`src/rtl/modulo_entrada_pkg.sv`:
```
// Shared definitions for the input peripheral: FSM encoding and default timing.
package modulo_entrada_pkg;

  // Handshake states seen from the CPU side.
  typedef enum logic [1:0] {
    IDLE  = 2'd0,
    ARMED = 2'd1,
    ACK   = 2'd2,
    DONE  = 2'd3
  } estado_t;

  // 10 ms of stable level at a 50 MHz system clock.
  localparam int DEBOUNCE_CYCLES_50MHZ = 500000;

endpackage

```
`src/rtl/modulo_entrada_debounce_sincrono.sv`:
```
// Push-button conditioning: 2-FF synchroniser, polarity normalisation,
// level debouncer and a single-cycle pulse on each accepted press.
module debounce_sincrono #(
  parameter int DEBOUNCE_CYCLES = 500000,
  parameter bit BTN_ACTIVE_LOW  = 1'b1
) (
  input  logic clock,
  input  logic reset,
  input  logic button_in,
  output logic btn_press
);

  localparam int              CNT_W        = $clog2(DEBOUNCE_CYCLES + 1);
  localparam logic [CNT_W-1:0] CNT_LAST    = CNT_W'(DEBOUNCE_CYCLES - 1);
  // Raw pin level that means "not pressed".
  localparam logic            RELEASED_RAW = BTN_ACTIVE_LOW;

  generate
    if (DEBOUNCE_CYCLES < 2) begin : g_bad_debounce
      $error("debounce_sincrono: DEBOUNCE_CYCLES must be >= 2");
    end
  endgenerate

  logic             sync_meta;
  logic             sync_raw;
  logic             sync_btn;
  logic             btn_stable;
  logic [CNT_W-1:0] count;

  // After this point 1 always means pressed.
  assign sync_btn = BTN_ACTIVE_LOW ? ~sync_raw : sync_raw;

  // Two-stage synchroniser; reset parks it at the released level.
  always_ff @(posedge clock) begin
    if (reset) begin
      sync_meta <= RELEASED_RAW;
      sync_raw  <= RELEASED_RAW;
    end else begin
      sync_meta <= button_in;
      sync_raw  <= sync_meta;
    end
  end

  // Accept a level change only after CNT_LAST+1 consecutive mismatching cycles;
  // pulse btn_press when the accepted level becomes "pressed".
  always_ff @(posedge clock) begin
    if (reset) begin
      count      <= '0;
      btn_stable <= 1'b0;
      btn_press  <= 1'b0;
    end else begin
      btn_press <= 1'b0;
      if (sync_btn == btn_stable) begin
        count <= '0;
      end else if (count == CNT_LAST) begin
        btn_stable <= sync_btn;
        btn_press  <= sync_btn;
        count      <= '0;
      end else begin
        count <= count + 1'b1;
      end
    end
  end

endmodule

```
`src/rtl/modulo_entrada.sv`:
```
// CPU OpIn peripheral: while the CPU holds in_req, waits for an operator
// press and answers with the synchronised switch value and a one-cycle ack.
module modulo_entrada
  import modulo_entrada_pkg::*;
#(
  parameter int DEBOUNCE_CYCLES = DEBOUNCE_CYCLES_50MHZ,
  parameter bit BTN_ACTIVE_LOW  = 1'b1,
  parameter int SW_W            = 18
) (
  input  logic            clock,
  input  logic            reset,
  input  logic            button_in,
  input  logic [SW_W-1:0] switches,
  input  logic            in_req,
  output logic            in_ack,
  output logic [31:0]     in_data,
  output logic            waiting
);

  generate
    if (SW_W < 1 || SW_W > 32) begin : g_bad_width
      $error("modulo_entrada: SW_W must be in 1..32");
    end
  endgenerate

  logic [SW_W-1:0] sw_meta;
  logic [SW_W-1:0] sw_sync;
  logic            btn_press;
  logic            capture;
  estado_t         state;
  estado_t         state_next;

  debounce_sincrono #(
    .DEBOUNCE_CYCLES (DEBOUNCE_CYCLES),
    .BTN_ACTIVE_LOW  (BTN_ACTIVE_LOW)
  ) u_deb (
    .clock     (clock),
    .reset     (reset),
    .button_in (button_in),
    .btn_press (btn_press)
  );

  // Two-stage synchroniser for the switch bus.
  always_ff @(posedge clock) begin
    if (reset) begin
      sw_meta <= '0;
      sw_sync <= '0;
    end else begin
      sw_meta <= switches;
      sw_sync <= sw_meta;
    end
  end

  // Next-state logic; presses outside ARMED are ignored, and a request
  // dropping in the same cycle as a press is treated as an abort.
  always_comb begin
    state_next = state;
    capture    = 1'b0;
    case (state)
      IDLE: begin
        if (in_req) state_next = ARMED;
      end
      ARMED: begin
        if (!in_req) begin
          state_next = IDLE;
        end else if (btn_press) begin
          capture    = 1'b1;
          state_next = ACK;
        end
      end
      ACK: begin
        state_next = DONE;
      end
      DONE: begin
        if (!in_req) state_next = IDLE;
      end
      default: state_next = IDLE;
    endcase
  end

  // State register plus registered ack and captured data.
  always_ff @(posedge clock) begin
    if (reset) begin
      state   <= IDLE;
      in_ack  <= 1'b0;
      in_data <= '0;
    end else begin
      state  <= state_next;
      in_ack <= (state_next == ACK);
      if (capture) in_data <= 32'(sw_sync);
    end
  end

  assign waiting = (state == ARMED);

endmodule

```
`config.mk`:
```
export PLATFORM = sky130hd
export DESIGN_NAME = modulo_entrada
export DESIGN_NICKNAME = d
export VERILOG_FILES = /design/src/rtl/modulo_entrada_pkg.sv /design/src/rtl/modulo_entrada_debounce_sincrono.sv /design/src/rtl/modulo_entrada.sv
export SDC_FILE = /design/constraint.sdc
export NUM_CORES = 1
export LEC_CHECK = 0
export BUFFER_PORTS_ARGS = -buffer_cell sky130_fd_sc_hd__buf_4
export CAP_MARGIN = 10
export CORE_MARGIN = 10
export CORE_UTILIZATION = 49
export CTS_CLUSTER_DIAMETER = 40
export DETAILED_ROUTE_END_ITERATION = 12
export GPL_TIMING_DRIVEN = 0
export PLACE_DENSITY_LB_ADDON = 0.08
export SLEW_MARGIN = 20
export SYNTH_ARGS = -nofsm -noshare
export SYNTH_HDL_FRONTEND = slang
export SYNTH_SLANG_ARGS = --single-unit
```
`constraint.sdc`:
```
create_clock -name clock -period 2.2 [get_ports clock]
set_input_delay 0.22 -clock clock [delete_from_list [all_inputs] [get_ports clock]]
set_output_delay 0.22 -clock clock [all_outputs]
set_load 0.01 [all_outputs]
```
==> flow_metrics.py <==
metrics = {
    "sta": {
        "setup_viol": 0,
        "worst_pin_slew_ns": 0.565,
        "relSlewSlack": 0.621,
        "layout_min_cycle_time_ns": 1.97,
        "drv_slew": 0,
        "period_share": 0.896,
        "timing.hold.ws_ns": 0.0609,
        "clock-skew-final_ns": 0.00949,
        "rsz0062_at_grt": "no",
        "hold_viol": 0,
        "max_freq_mhz": 507,
        "tns_ns": 0,
    },
    "power_and_ir_drop": {
        "power.share.sequential": 0.535,
        "internal-power_mw": 2.21,
        "p_clk_frac": 0.423,
        "peakVddDrop_mv": 0.467,
        "sw_frac_of_total": 0.204,
        "powerDensity_nw_per_um2": 791,
        "p_sw_mw": 0.567,
        "p_leak_nw": 1.38,
        "combPwrFrac": 0.042,
    },
    "yosys": {
        "synthMostInstantiatedCell": "dfxtp_1",
        "synth-async-reset-ratio": 0,
        "syn_area_per_cell_sq_um": 9.63,
        "ys_top_cells_by_area": "dfxtp_1, nor2b_1, nand2_1",
        "synthFlopType": "dfxtp_1",
        "synth_warnings": 0,
        "ys_seq_area_frac": 0.562,
        "synth_top_area_cell": "dfxtp_1",
        "synth_cell_types": 36,
        "synth.cell_area_sq_um": 2850,
        "synth_top_area_share": 0.562,
        "synth-edff-count": 0,
        "netlist_top_cells_count": "dfxtp_1, nand2_1, nor2b_1, a21oi_1, nor2_1",
        "ys_seq_elements": 80,
        "syn_inst": 296,
    },
    "drt": {
        "final_antenna_net_count": 0,
        "dr.pass1.iters": 5,
        "drc": 0,
        "vias": 2044,
        "routed_wl_um": 5300,
        "drtIter0Drc": 37,
        "wl_per_cell_um": 12.1,
        "vias_per_cell": 4.67,
    },
    "floorplan": {
        "core-area_sq_um": 5570,
        "dieWidth_um": 96.3,
        "dieArea_sq_um": 9270,
        "initial_core_util": 0.511,
        "die_height_um": 96.3,
        "ios": 56,
        "placement_rows": 27,
    },
    "worst_setup_path": {
        "crit_fanout": 10,
        "start_kind": "flip-flop",
        "critPathCaptureType": "flip-flop",
        "crit_type": "reg2reg",
        "arrival_ns": 2.21,
        "crit_required_ns": 2.44,
    },
    "outcome": {
        "status": "complete, no violations",
    },
    "global_routing": {
        "antenna_found_initial": 0,
        "first_global_vias": 2076,
        "grt_max_degree": 14,
        "track_usage": 0.127,
        "grt.overflow.total": 0,
        "grt_pass1_wl_um": 9180,
    },
    "clocking": {
        "post_cts.repair.setup_buffers": 0,
        "ctsHoldBuffers": 0,
        "cts_root_buffer": "clkbuf_8",
        "cts_max_path_buffers": 2,
        "cts_buffers": 9,
        "clkTransAtPathRegs_ns": 0.07,
        "cts_resized": 0,
        "cts_tree": "yes",
        "htreeDepth": 3,
        "clock_sinks": 80,
        "worstSkewPairLatency_ns": 0.35,
    },
    "final_layout": {
        "final_cell_area_sq_um": 3520,
        "num-fill-cells": 504,
        "drive_above_1_share": 0.224,
        "insertedDiodeCount": 0,
        "area_growth_pct": 23.4,
        "postLayoutCoreUtil": 0.631,
        "final_nets": 384,
        "final_cells": 438,
    },
    "min_path": {
        "hp-class": "in2reg",
    },
    "placement": {
        "dp_hpwl_um": 3850,
        "gp_congestion": 0.820,
        "io_buffers": 41,
        "post_dp_cell_area_sq_um": 3300,
        "dp.cells": 422,
    },
    "run": {
        "cap_viol_max_count": 0,
    },
}
-- power groups by stage --
stage	registers (mW)	logic (mW)	clock network [mW]
after CTS	1.49	0.118	1.20
after global routing	1.49	0.132	1.26
after floorplan	1.52	0.0742	0
final	1.49	0.117	1.18
after detailed placement	1.52	0.117	0
after global placement	1.52	0.116	0
-- routing by layer --
metal | vias up | share of wire | global-route usage
li1 | 1069 | - | -
met4 | 0 | 0.022 | 0.0799
met5 | - | 0 | 0
met3 | 14 | 0.082 | 0.0428
met2 | 51 | 0.49 | 0.209
met1 | 910 | 0.40 | 0.138
-- final timing paths --
check	startpoint	endpoint	slack, ns	cells past startpoint
worst max-delay path	u_deb.count[0]	u_deb.count[10]	0.23	7
worst min-delay path	button_in	u_deb.sync_meta	0.06	2
worst min register to register	u_deb.sync_meta	u_deb.sync_raw	0.41	1
worst max register to register	u_deb.count[0]	u_deb.count[10]	0.23	7
-- metrics by stage --
step           worst slack [ns]  power (mW)
2_1_floorplan             0.470        1.59
3_3_place_gp              0.224        1.64
3_5_place_dp              0.223        1.64
4_1_cts                   0.206        2.80
5_1_grt                  0.0309        2.89
6_report                  0.229        2.78
-- kinds of logic after synthesis --
logic type / Yosys count / share of synthesized area
buffers and inverters: 30 / 0.0694
DFF: 80 / 0.562
xor gates and xnor gates: 15 / 0.0461
AOI/OAI and AO/OA: 30 / 0.0579
adders and majority gates: 1 / 0.00439
and+or+nand+nor: 139 / 0.259
other: 1 / 0.00132
-- cell usage in the layout, fill, tap and decap left out, drive strengths merged --
cell type  netlist  final
clkinvlp         0      2
nor2b           39     39
o31ai            1      1
a41o             1      1
xor2             4      4
nand4            4      4
or4b             3      3
or3              3      3
conb             1     14
ha               1      1
nand3            8      8
o21ai            1      1
a21oi           25     25
and4             1      1
nor3             5      5
or2              2      2
o41ai            1      1
nor2            22     22
nand2b           1      1
clkinv           0      1
buf             18     59
or4              1      1
xnor2           11     11
a211o            1      1
nor4             5      5
dfxtp           80     80
and2             1      1
clkbuf          10     21
nand2           44     44
inv              2      2
bufinv           0      2
-- critical path, stage by stage (launching register included) --
cell,delay (ns)
dfxtp_1,0.37
ha_1,0.24
nand4_1,0.32
nor4_4,0.43
a211o_1,0.19
buf_6,0.15
buf_12,0.13
nor2_1,0.05
-- registers in the layout (all words and copies together), names as in the netlist --
signal	cells
u_deb.btn_press	1
in_data	18
u_deb.sync_raw	1
u_deb.btn_stable	1
u_deb.sync_meta	1
state	2
sw_sync	18
in_ack	1
sw_meta	18
u_deb.count	19
-- cell type report --
class	count	area (sq um)	share of cell area
tap	72	90.1	0.0256
buffer	28	190	0.0541
multi-input combinational	199	1100	0.313
inverter	2	7.51	0.00213
timing repair buffer	41	308	0.0875
clock inverter	5	80.1	0.0228
sequential	80	1600	0.455
clock buffer	11	141	0.0402
No activity file was read; power rests on OpenSTA's default activity.
